<file path="src/rtl/autoscale_bfp.sv">
// Multi-channel autoscaler: one common left shift for all channels, either per sample or
// held from the previous frame (block floating point), with saturation and 3-cycle latency.
module autoscale_bfp #(
  parameter int unsigned NCH       = 4,
  parameter int unsigned DIN_WIDTH = 32,
  parameter int unsigned MAX_SHIFT = 10,
  parameter int unsigned SIGNED    = 0,
  parameter int unsigned FRAME_LEN = 64
) (
  input  logic                               clk,
  input  logic                               rst,
  input  logic [NCH*DIN_WIDTH-1:0]           din,
  input  logic                               din_valid,
  input  logic                               frame_mode,
  output logic [NCH*DIN_WIDTH-1:0]           dout,
  output logic [$clog2(MAX_SHIFT+1)-1:0]     dout_shift,
  output logic                               dout_sat,
  output logic                               dout_valid
);

  localparam int unsigned W  = DIN_WIDTH;
  localparam int unsigned SW = $clog2(MAX_SHIFT + 1);
  localparam int unsigned CW = $clog2(FRAME_LEN);
  localparam int unsigned EW = W + MAX_SHIFT;

  // Shift that brings the highest set bit of idx to position W-2, clamped to MAX_SHIFT.
  function automatic logic [SW-1:0] calc_shift(input logic [W-1:0] idx);
    int unsigned p;
    int unsigned raw;
    logic        found;
    p     = 0;
    found = 1'b0;
    for (int unsigned i = 0; i < W; i++) begin
      if (idx[i]) begin
        p     = i;
        found = 1'b1;
      end
    end
    if (!found) begin
      raw = MAX_SHIFT;
    end else if (p >= W - 1) begin
      raw = 0;
    end else begin
      raw = W - 2 - p;
    end
    if (raw > MAX_SHIFT) raw = MAX_SHIFT;
    return SW'(raw);
  endfunction

  // Stage 1
  logic [NCH*W-1:0] s1_data_q, s1_data_d;
  logic [W-1:0]     s1_idx_q, s1_idx_d;
  logic             s1_valid_q, s1_valid_d;
  logic             s1_mode_q, s1_mode_d;
  // Stage 2
  logic [NCH*W-1:0] s2_data_q, s2_data_d;
  logic [SW-1:0]    s2_shift_q, s2_shift_d;
  logic             s2_valid_q, s2_valid_d;
  // Frame tracking
  logic [CW-1:0]    cnt_q, cnt_d;
  logic [W-1:0]     acc_q, acc_d;
  logic [SW-1:0]    held_q, held_d;
  // Output stage
  logic [NCH*W-1:0] dout_q, dout_d;
  logic [SW-1:0]    shift_q, shift_d;
  logic             sat_q, sat_d;
  logic             valid_q, valid_d;

  always_comb begin
    logic [W-1:0] x;
    s1_data_d  = din;
    s1_valid_d = din_valid;
    s1_mode_d  = frame_mode;
    s1_idx_d   = '0;
    for (int unsigned ch = 0; ch < NCH; ch++) begin
      x = din[ch*W +: W];
      // One's complement for negative values avoids the abs() overflow on the most negative code
      if (SIGNED != 0) x = x ^ {W{x[W-1]}};
      s1_idx_d = s1_idx_d | x;
    end
  end

  always_comb begin
    s2_data_d  = s1_data_q;
    s2_valid_d = s1_valid_q;
    s2_shift_d = s1_mode_q ? held_q : calc_shift(s1_idx_q);
    cnt_d      = cnt_q;
    acc_d      = acc_q;
    held_d     = held_q;
    if (s1_valid_q) begin
      if (cnt_q == CW'(FRAME_LEN - 1)) begin
        // Last sample of the frame is folded in before the held shift is refreshed
        cnt_d  = '0;
        acc_d  = '0;
        held_d = calc_shift(acc_q | s1_idx_q);
      end else begin
        cnt_d = cnt_q + CW'(1);
        acc_d = acc_q | s1_idx_q;
      end
    end
  end

  always_comb begin
    logic [W-1:0]     x;
    logic [EW-1:0]    ext;
    logic [EW-1:0]    sh;
    logic             neg;
    logic             ovf;
    logic [NCH*W-1:0] res;
    logic             any_sat;
    res     = '0;
    any_sat = 1'b0;
    for (int unsigned ch = 0; ch < NCH; ch++) begin
      x   = s2_data_q[ch*W +: W];
      neg = (SIGNED != 0) && x[W-1];
      ext = {{MAX_SHIFT{neg}}, x};
      sh  = ext << s2_shift_q;
      if (SIGNED != 0) begin
        ovf = !((&sh[EW-1:W-1]) || !(|sh[EW-1:W-1]));
      end else begin
        ovf = |sh[EW-1:W];
      end
      if (ovf) begin
        res[ch*W +: W] = neg ? {1'b1, {(W-1){1'b0}}}
                             : ((SIGNED != 0) ? {1'b0, {(W-1){1'b1}}} : {W{1'b1}});
      end else begin
        res[ch*W +: W] = sh[W-1:0];
      end
      any_sat = any_sat | ovf;
    end
    valid_d = s2_valid_q;
    dout_d  = s2_valid_q ? res : dout_q;
    shift_d = s2_valid_q ? s2_shift_q : shift_q;
    sat_d   = s2_valid_q ? any_sat : sat_q;
  end

  always_ff @(posedge clk) begin
    if (rst) begin
      s1_data_q  <= '0;
      s1_idx_q   <= '0;
      s1_valid_q <= 1'b0;
      s1_mode_q  <= 1'b0;
      s2_data_q  <= '0;
      s2_shift_q <= '0;
      s2_valid_q <= 1'b0;
      cnt_q      <= '0;
      acc_q      <= '0;
      held_q     <= '0;
      dout_q     <= '0;
      shift_q    <= '0;
      sat_q      <= 1'b0;
      valid_q    <= 1'b0;
    end else begin
      s1_data_q  <= s1_data_d;
      s1_idx_q   <= s1_idx_d;
      s1_valid_q <= s1_valid_d;
      s1_mode_q  <= s1_mode_d;
      s2_data_q  <= s2_data_d;
      s2_shift_q <= s2_shift_d;
      s2_valid_q <= s2_valid_d;
      cnt_q      <= cnt_d;
      acc_q      <= acc_d;
      held_q     <= held_d;
      dout_q     <= dout_d;
      shift_q    <= shift_d;
      sat_q      <= sat_d;
      valid_q    <= valid_d;
    end
  end

  assign dout       = dout_q;
  assign dout_shift = shift_q;
  assign dout_sat   = sat_q;
  assign dout_valid = valid_q;

endmodule
</file>
<file path="config.mk">
export PLATFORM = sky130hd
export DESIGN_NAME = autoscale_bfp
export DESIGN_NICKNAME = d
export VERILOG_FILES = /design/src/rtl/autoscale_bfp.sv
export SDC_FILE = /design/constraint.sdc
export NUM_CORES = 1
export LEC_CHECK = 0
export CELL_PAD_IN_SITES_DETAIL_PLACEMENT = 1
export CELL_PAD_IN_SITES_GLOBAL_PLACEMENT = 1
export CORE_AREA = 5 5 238 240
export CTS_CLUSTER_SIZE = 14
export DETAILED_ROUTE_END_ITERATION = 16
export DIE_AREA = 0 0 243 245
export PLACE_DENSITY_LB_ADDON = 0.1
export SLEW_MARGIN = 20
export SYNTH_ARGS = -nofsm -noshare
export SYNTH_HDL_FRONTEND = slang
export SYNTH_SLANG_ARGS = --single-unit
</file>
<file path="constraint.sdc">
create_clock -name clk -period 2.9 [get_ports clk]
set_input_delay 0.58 -clock clk [delete_from_list [all_inputs] [get_ports clk]]
set_output_delay 0.58 -clock clk [all_outputs]
set_load 0.03 [all_outputs]
</file>
==> results.yml <==
outcome:
  status: "finished, violations left"
  violations: "setup timing"
critical_path:
  critPathLaunchType: "flop"
  cp_max_fo: 3
  critPathArrivalTime_ns: 3.69
  worstSetupEndpointType: "flop"
  worstPathRequired_ns: 3.44
  worst-path-buf-inv: 2
  critical-path-top-delay-family: "simple AND/OR/NAND/NOR gates"
  slowest_stage: "or4b_4"
  crit_chain: "buf_4, nor4_4, nand2_1, a31oi_2, o311a_4, or2_4, inv_4, ha_4, and3_4, ha_4, nor4b_4, o31ai_2, or4b_4, o31ai_2"
  critical_path_class: "reg -> reg"
  cpPeakStageDelay_ns: 0.55
power:
  irDropWorstVdd_mv: 0.4805
  total_leakage_power_nw: 10.41
  total_power_mw: 17.83
  power.density_nw_per_um2: 637.7
hold_path:
  hp-class: "in -> reg"
sta:
  final-setup-viol-count: 22
  hold_viol: 0
  rsz0062_at_grt: "yes"
  worst_slew_pin_slew_ns: 1.003
  fin_worst_skew_ns: 0.01937
  fmax_ghz: 0.3177
  fin_crit_sh_pct: 108.5
  finalSetupTns_ns: -0.6889
  min_period_ns: 3.148
  slew_viol_final: 0
  slew_headroom_pct: 33.13
  layout_setup_ws_ns: -0.2479
  fin_hold_ws_ns: 0.2642
place:
  place_ws_ns: -0.3454
  dp_hpwl_mm: 60.69
  numPortBuffers: 265
  gp_congestion: 0.9575
  placed_cell_area_sq_um: 25520
die:
  ios: 266
  core_sq_um: 54450
  num_rows: 86
  initial_core_util_pct: 38.48
  die_height_microns: 245
  fp.dieArea_sq_um: 59540
  fp.dieW_microns: 243
cts:
  cts_buffers: 51
  cts_sinks: 471
  h-tree-depth: 2
  hold_buffers: 0
  clkLatencyLatePin_ns: 0.62
  path_clk_slew_ns: 0.07
  clock_tree.buffer_depth: 3
  cts_tree: "built"
  cts_root_buf: "clkbuf_16"
synthesis:
  ys_top_cells_by_area: "dfxtp_1 (45%), nor2b_1 (8.3%), mux4_2 (6.9%)"
  synth_top_family_by_area: "simple AND/OR/NAND/NOR gates"
  ys_types: 69
  yosysTopAreaCell: "dfxtp_1"
  synth_nets: 2408
  synth.mux.area_fraction_pct: 13.95
  synth_compound_area_share_pct: 14.38
  syn-cell-area_sq_um: 20950
  synthTopCellsByCount: "dfxtp_1 (471), nor2_1 (295), nor2b_1 (279), nand2_1 (209), clkbuf_1 (117)"
  ys_seq_area_share_pct: 45.00
  ys_warn_count: 0
  async_reset_ff_share_pct: 0
  synth_simple_gate_area_share_pct: 22.28
  synth_xor_area_share_pct: 0.2508
  avgSynthCellArea_sq_um: 9.227
  synth-seq-cells: 471
  ys.flop_type: "dfxtp_1"
  post-synth-top-count-cell: "dfxtp_1"
  yosysTopAreaCellShare_pct: 45.00
  yosys.area_share.adder_pct: 0.2986
  synth_edf_count: 0
  netlist_instances: 2271
layout:
  area_growth_pct: 33.46
  layout.area.seq_sq_um: 9472
  nFillCells: 6039
  num-nets-final: 2752
  stdcell_area_sq_um: 27970
  multi_input_comb_area_sq_um: 11200
  drive_gt1_share_pct: 18.36
global_routing:
  grt_first_pass_wirelength_mm: 120.2
  grt_pass1_vias: 19294
  antenna_found_initial: 1
  grt_overflow: 0
  grt.total_usage_pct: 25.73
  grt_max_degree: 192
drt:
  post_drt_wl_per_cell_microns: 23.67
  route.detailed.drc: 0
  ant_nets: 0
  drtPass1Iterations: 4
  vias: 18476
  drtIter0Drc: 1222
  drt_wl_total_mm: 79.60
  viasPerCell: 5.494
flow_run:
  max-cap-violations: 0
## final cells by class
type                            count  area share (%)
Antenna cell                        1        0.008948
Multi-Input combinational cell   1608           40.06
Inverter                           14          0.1969
Sequential cell                   471           33.87
Clock inverter                     31           1.400
Clock buffer                       65           5.083
Timing Repair Buffer              469           16.24
Tap cell                          704           3.150
## worst register-to-register path: stages, from the launching register on
cell and delay (ns):
dfxtp_1 0.32, buf_4 0.15, nor4_4 0.23, nand2_1 0.11, a31oi_2 0.27, o311a_4 0.22
or2_4 0.13, inv_4 0.04, ha_4 0.15, and3_4 0.15, ha_4 0.26, nor4b_4 0.20
o31ai_2 0.12, or4b_4 0.55, o31ai_2 0.18
## state kept, by name (all words and copies together) (netlist names), 4 cells and up
register    cells
s2_data_q     128
acc_q          32
held_q          4
dout_shift      4
s1_data_q     128
s1_idx_q       32
cnt_q           6
s2_shift_q      4
dout          128
## power by group
part / internal [mW] / switching (mW)
clock: 4.13 / 2.83
combinational: 1.64 / 2.14
sequential: 6.81 / 0.284
## per-stage QoR
| step | util [%] | instances |
|---|---|---|
| 2_1_floorplan | - | 2271 |
| 3_3_place_gp | 46.87 | 3254 |
| 3_5_place_dp | 46.87 | 3254 |
| 4_1_cts | 50.77 | 3358 |
| 5_1_grt | 51.36 | 3362 |
| 6_report | 51.36 | 3363 |
## placed cells by master, fill, tap and decap left out, types with 33 or more instances in the layout
| cell | synthesis | routed |
|---|---|---|
| nor4_1 | 60 | 49 |
| dfxtp_1 | 471 | 453 |
| clkbuf_16 | 0 | 55 |
| a21oi_1 | 90 | 87 |
| a211oi_1 | 69 | 62 |
| mux2_2 | 33 | 33 |
| o21ai_0 | 88 | 82 |
| nand2_1 | 209 | 209 |
| buf_4 | 9 | 173 |
| mux4_2 | 64 | 64 |
| nor2b_1 | 279 | 279 |
| nor2_1 | 295 | 292 |
| mux2i_1 | 111 | 105 |
| clkdlybuf4s50_1 | 0 | 264 |
| a311oi_1 | 67 | 66 |
## kinds of logic after synthesis
group | after synthesis
adders and majority gates | 5
xor gates and xnor gates | 6
muxes | 208
buffers and inverters | 192
and+or+nand+nor | 949
AOI/OAI and AO/OA | 440
DFF | 471
## routing by layer
metal / vias up / global-route usage, % / wire length (microns)
li1: 8802 / - / -
met1: 9106 / 34.93 / 36050
met2: 457 / 43.32 / 38130
met3: 111 / 3.365 / 3031
met4: 0 / 7.360 / 2381
met5: - / 0 / 0
## worst paths after layout
check / from / to / slack (ns) / cells past startpoint
min reg2reg: s1_data_q[50] / s2_data_q[50] / 0.43 / 1
max reg2reg: acc_q[11] / held_q[2] / -0.25 / 14
min: rst / s1_idx_q[18] / 0.26 / 2
max: acc_q[11] / held_q[2] / -0.25 / 14
## repair_timing
action,in CTS,in global routing
buffers inserted,9,4
cloned,1,2
setup endpoints to repair,83,63
gates resized for setup,50,57
pin swaps,24,22
No activity file was read; power rests on OpenSTA's default activity.
